File: config.mk
export PLATFORM = sky130hd
export DESIGN_NAME = inst_fetch_bridge
export DESIGN_NICKNAME = d
export VERILOG_FILES = /design/src/rtl/inst_fetch_bridge.sv
export SDC_FILE = /design/constraint.sdc
export NUM_CORES = 1
export LEC_CHECK = 0
export ABC_AREA = 1
export BUFFER_PORTS_ARGS = -buffer_cell sky130_fd_sc_hd__buf_2
export CAP_MARGIN = 40
export CORE_MARGIN = 2
export CORE_UTILIZATION = 30
export CTS_CLUSTER_SIZE = 24
export DETAILED_ROUTE_END_ITERATION = 8
export PLACE_DENSITY = 0.61
export SLEW_MARGIN = 40
export SYNTH_ARGS = -nofsm -noshare
export SYNTH_HDL_FRONTEND = slang
export SYNTH_SLANG_ARGS = --single-unit
File: constraint.sdc
create_clock -name clk -period 1.3 [get_ports clk]
set_clock_uncertainty 0.1 [all_clocks]
set_input_delay 0.13 -clock clk [delete_from_list [all_inputs] [get_ports clk]]
set_output_delay 0.13 -clock clk [all_outputs]
set_load 0.05 [all_outputs]
File: src/rtl/inst_fetch_bridge.sv
// rtl/inst_fetch_bridge.sv - instruction fetch responder between the PC and a req/ack memory bus
// One single-beat read per instruction; holds the word for IF/ID and stalls the PC until it is ready.
module inst_fetch_bridge #(
  parameter logic [31:0] NOP_INST = 32'h0000_0000
) (
  input  logic        clk,
  input  logic        rst,
  input  logic [31:0] pc_i,
  input  logic        ce_i,
  input  logic [5:0]  stall,
  input  logic        flush_i,
  output logic        bus_req_o,
  output logic [31:0] bus_addr_o,
  input  logic        bus_ack_i,
  input  logic [31:0] bus_rdata_i,
  output logic [31:0] inst_o,
  output logic        inst_valid_o,
  output logic        addr_err_o,
  output logic        stallreq_o
);

  typedef enum logic [1:0] {
    S_IDLE  = 2'd0,
    S_BUSY  = 2'd1,
    S_READY = 2'd2
  } state_t;

  state_t      state_q, state_d;
  logic [31:0] addr_q, addr_d;
  logic [31:0] inst_q, inst_d;
  logic        err_q, err_d;
  logic        drop_q, drop_d;

  always_ff @(posedge clk) begin
    if (rst) begin
      state_q <= S_IDLE;
      addr_q  <= 32'h0;
      inst_q  <= NOP_INST;
      err_q   <= 1'b0;
      drop_q  <= 1'b0;
    end else begin
      state_q <= state_d;
      addr_q  <= addr_d;
      inst_q  <= inst_d;
      err_q   <= err_d;
      drop_q  <= drop_d;
    end
  end

  always_comb begin
    state_d = state_q;
    addr_d  = addr_q;
    inst_d  = inst_q;
    err_d   = err_q;
    drop_d  = drop_q;
    unique case (state_q)
      S_IDLE: begin
        if (ce_i && !flush_i) begin
          addr_d = pc_i;
          if (pc_i[1:0] == 2'b00) begin
            state_d = S_BUSY;
          end else begin
            // misaligned: no bus cycle, hand back a NOP flagged as an error
            inst_d  = NOP_INST;
            err_d   = 1'b1;
            state_d = S_READY;
          end
        end
      end
      S_BUSY: begin
        if (bus_ack_i) begin
          if (drop_q || flush_i) begin
            drop_d  = 1'b0;
            state_d = S_IDLE;
          end else begin
            inst_d  = bus_rdata_i;
            err_d   = 1'b0;
            state_d = S_READY;
          end
        end else if (flush_i) begin
          // the request cannot be withdrawn, so remember to discard its data
          drop_d = 1'b1;
        end
      end
      S_READY: begin
        if (flush_i || !stall[1]) begin
          state_d = S_IDLE;
        end
      end
      default: begin
        state_d = S_IDLE;
      end
    endcase
  end

  // Outputs are forced to their idle values while reset is asserted.
  always_comb begin
    bus_req_o    = 1'b0;
    bus_addr_o   = 32'h0;
    inst_o       = NOP_INST;
    inst_valid_o = 1'b0;
    addr_err_o   = 1'b0;
    stallreq_o   = 1'b0;
    if (!rst) begin
      bus_addr_o = addr_q;
      bus_req_o  = (state_q == S_BUSY);
      stallreq_o = ce_i && (state_q != S_READY);
      if (state_q == S_READY) begin
        inst_o       = inst_q;
        inst_valid_o = 1'b1;
        addr_err_o   = err_q;
      end
    end
  end

endmodule

=== Word-level counts from Yosys, hierarchy flattened ===
Index checks and enable logic that the tools add are counted.

* Add/sub/neg operators: 0
* $mul: 0
* Div/mod/pow operators: 0
* Order comparisons: 0
* Equality and inequality tests: 9
* Shift operators: 0
* Multiplexer cells: 28
* Bitwise operators: 0
* Reduce and logical (&&, ||, !) cells: 14

{| class="wikitable"
|+ Operator list
! operator !! count
|-
| 32-bit two-way mux || 7
|-
| 32-bit one-hot mux with 2 select lines || 1
|-
| 1-bit two-way mux || 13
|-
| 2-bit != test (second input constant) || 6
|-
| 2-bit two-way mux || 5
|-
| 2-bit one-hot mux with 3 select lines || 1
|-
| 3-bit AND reduction || 2
|-
| 5-bit AND reduction || 1
|-
| 2-bit logical NOT || 2
|-
| 2-bit nonzero test || 2
|-
| 2-bit by 1-bit equality test with 1-bit output (second input constant) || 1
|-
| 2-bit equality test (second input constant) || 1
|-
| 1-bit logical AND || 2
|-
| 1-bit logical NOT || 2
|-
| 1-bit logical OR || 2
|-
| 2-bit by 1-bit != test with 1-bit output (second input constant) || 1
|-
| 1-bit one-hot mux with 2 select lines || 1
|-
| 2-bit AND reduction || 1
|}

* Register bits after elaboration: 68
* Latch bits: 0
* RAM bits: 0
* Bits in read-only memories: 0
* Input port bits: 75
* Word-level logic and storage cells: 56
* Memories: 0

=== Longest topological paths before layout ===
* Depth after elaboration: 4
* Mapped depth: 9

=== Worst setup path after synthesis ===
No wires, ideal clock.

* Path kind: flip-flop to output port
* Start: register state_q[0]
* End: output stallreq_o
* Data arrival time: 1.629 ns
* Setup slack: -0.559 ns
* Cell stages (with the launch flop): 3
* Path buffers: 0
* Path through: dfxtp_1 > nor2_1 > nor3_1

* Cells in the longest elaborated chain, start to end: 3

{| class="wikitable"
|+ RTL lines
! item !! line !! source
|-
| from (decl) || 28 || <nowiki>state_t state_q, state_d;</nowiki>
|-
| from (signal assigned) || 42 || <nowiki>state_q <= state_d;</nowiki>
|-
| 2-bit != test || 107 || <nowiki>stallreq_o = ce_i && (state_q != S_READY);</nowiki>
|-
| 1-bit logical AND || 107 ||
|-
| 1-bit two-way mux || 104 || <nowiki>if (!rst) begin</nowiki>
|-
| to (decl) || 19 || <nowiki>output logic stallreq_o</nowiki>
|}

Every way passes these cells.

=== Final worst setup path ===
* Start: register state_q[1]
* End: output inst_o[24]

* Cells in the longest elaborated chain, start to end: 3

{| class="wikitable"
|+ RTL lines
! item !! line !! source
|-
| 2-bit equality test || 108 || <nowiki>if (state_q == S_READY) begin</nowiki>
|-
| 32-bit two-way mux || 108 ||
|-
| 32-bit two-way mux || 104 ||
|-
| to (decl) || 16 || <nowiki>output logic [31:0] inst_o,</nowiki>
|}

Every way passes these cells.

==> results.sh <==
export IMPL_vdd_drop_max_mv=0.532
export IMPL_synth_edf_count=0
export IMPL_cts_tree="built"
export IMPL_drive_gt1_frac=0.551
export IMPL_period_share=1.31
export IMPL_setup_worst_path_class="reg -> out"
export IMPL_timing_final_ws_setup_ns=-0.408
export IMPL_clock_sinks=68
export IMPL_fillers=825
export IMPL_max_freq_mhz=585
export IMPL_path_max_fanout=9
export IMPL_seq_area_sq_um=1370
export IMPL_clk_path_buf_depth=2
export IMPL_num_rows=38
export IMPL_hold_violations=0
export IMPL_fin_nets=796
export IMPL_clk_latency_ns=0.35
export IMPL_required_ns=1.07
export IMPL_grt_ovfl_total=0
export IMPL_first_pass_iters=4
export IMPL_grt_pass1_vias=4037
export IMPL_violations="negative setup slack"
export IMPL_drv_slew=0
export IMPL_multiInputGateArea_sq_um=2370
export IMPL_grt_max_degree=36
export IMPL_cp_arrival_ns=1.48
export IMPL_synthFlopType="dfxtp_1"
export IMPL_dp_slack_ns=-0.129
export IMPL_ios=143
export IMPL_via_count=4091
export IMPL_setup_violations_final=104
export IMPL_synth_seq_area_share=0.410
export IMPL_cts_buffers=9
export IMPL_hp_class="in -> reg"
export IMPL_cp_num_buf_inv=3
export IMPL_portBuffers=137
export IMPL_worst_pin_slew_ns=0.661
export IMPL_cts_root_buffer="clkbuf_8"
export IMPL_grt_total_usage=0.214
export IMPL_detail_route_antenna_nets=0
export IMPL_start_kind="register"
export IMPL_fin_cells=866
export IMPL_maxCapViolations=0
export IMPL_die_x_um=109
export IMPL_antenna_found_initial=0
export IMPL_leakagePower_nw=2.91
export IMPL_rsz0062_at_grt="yes"
export IMPL_powerDensity_nw_per_um2=945
export IMPL_routed_wl_mm=13.7
export IMPL_placed_cells=786
export IMPL_cp_top_family="buffers and inverters"
export IMPL_cp_slowest_cell="dfxtp_4"
export IMPL_die_h_um=109
export IMPL_synth_cell_types=25
export IMPL_avgSynthCellArea_sq_um=6.52
export IMPL_htreeDepth=3
export IMPL_hold_worst_slack_ns=0.0241
export IMPL_synthCells=509
export IMPL_die_area_sq_um=11900
export IMPL_wl_per_cell_um=15.8
export IMPL_cp_cell_sequence="inv_4, nor2_4, nand2_8, clkbuf_16, nor2_4, buf_8"
export IMPL_ys_ff_latch=68
export IMPL_synth_area_sq_um=3320
export IMPL_slew_headroom=0.559
export IMPL_n_antenna_cell=0
export IMPL_grt_pass1_wl_mm=19.5
export IMPL_yosys_warnings=0
export IMPL_clk_pin_slew_ns=0.08
export IMPL_initial_core_util=0.306
export IMPL_ys_async_sr_fraction=0
export IMPL_gp_congestion=0.746
export IMPL_core_sq_um=10800
export IMPL_synth_nets=584
export IMPL_crit_path_end_kind="primary output"
export IMPL_setup_tns_ns=-27.51
export IMPL_fin_crit_ns=1.71
export IMPL_dp_hpwl_mm=6.31
export IMPL_initialDrtViolationCount=144
export IMPL_avgViaCountPerCell=4.72
export IMPL_crit_path_max_incr_delay_ns=0.36
export IMPL_cp_common_cell="nor2_4"
export IMPL_status="finished with violations"
export IMPL_drc_errors=0
export IMPL_areaGrowthSynthToFinish_pct=107
==> routing by layer <==
layer | GRT usage | part of all wire | up-vias
met3 | 0.0448 | 0.059 | 30
met5 | 0 | 0 | -
met2 | 0.395 | 0.53 | 151
met4 | 0.101 | 0.029 | 0
li1 | - | - | 1953
met1 | 0.232 | 0.39 | 1957
==> what timing repair did <==
| item | 4_1_cts | 5_1_grt |
|---|---|---|
| pin swaps | 16 | 33 |
| hold buffers | 34 | 0 |
| resized for setup | 234 | 172 |
| setup buffers | 18 | 3 |
| endpoints found under the setup margin | 112 | 131 |
| cloned | 16 | 1 |
| endpoints found under the hold margin | 34 | 0 |
==> cells in the mapped netlist (3+ instances only) <==
cell      count  area share
a21oi_1      33       0.050
buf_1         3      0.0034
buf_2        12       0.018
clkbuf_1     11       0.012
dfxtp_1      68        0.41
inv_1        84       0.095
inv_2         3      0.0034
nand2_1      72       0.081
nand2_2       3      0.0057
nand3_1      23       0.035
nor2_1      128        0.14
nor2_2       21       0.040
o21ai_0      32       0.048
==> sequential cells by signal, summed over array words and instances (netlist names) <==
name / flops
addr_q: 32
state_q: 2
drop_q: 1
err_q: 1
inst_q: 32
==> final timing paths <==
path	start	endpoint	slack, ns	cells past startpoint
min	bus_rdata_i[16]	inst_q[16]	0.02	5
max reg2reg	state_q[0]	addr_q[6]	-0.30	8
max	state_q[1]	inst_o[24]	-0.41	6
min reg2reg	addr_q[5]	addr_q[5]	0.35	2
==> kinds of logic after synthesis <==
kind of cell	share of synthesized area
compound gates	0.107
buf+inv	0.148
flops	0.410
simple gates	0.334
==> worst register-to-register path, delay by kind of cell (launching register included) <==
family,cells,cell delay [ns]
simple gates,2,0.23
buf+inv,4,0.60
compound gates,2,0.18
flops,1,0.37
==> where the power goes <==
| group | leakage [nW] | switching (W) | internal [W] |
|---|---|---|---|
| clock | 0.0937 | 0.000799 | 0.000851 |
| combinational | 2.25 | 0.00140 | 0.00107 |
| sequential | 0.561 | 0.0000872 | 0.00229 |
==> per-stage QoR <==
step	util	cell area (sq um)	total power (W)
floorplan	-	3650	0.00351
global placement	0.427	4630	0.00389
detailed placement	0.427	4630	0.00392
CTS	0.590	6390	0.00629
global route	0.634	6870	0.00679
finish	0.634	6870	0.00649
==> cell usage in the layout (no fill, tap or decap), types with 4 or more instances in the layout <==
cell / count
a21oi_2: 30
buf_12: 11
buf_16: 10
buf_2: 69
buf_4: 18
buf_6: 57
buf_8: 27
clkbuf_8: 12
dfxtp_1: 64
dlygate4sd3_1: 34
inv_1: 80
nand2_1: 63
nand2_2: 7
nand2_8: 4
nand3_1: 13
nand3_2: 10
nand3_4: 5
nor2_1: 65
nor2_2: 45
nor2_4: 40
o21ai_2: 18
o21ai_4: 15
==> area by class of cell <==
type                    count  share of cell area
clock buffers              15              0.0257
clock inverters             1            0.000728
inverters                  87              0.0499
multi-input cells         326               0.345
flip-flops and latches     68               0.200
well taps                 140              0.0255
repair buffers            229               0.353
Power figures use the tool's default switching activity.
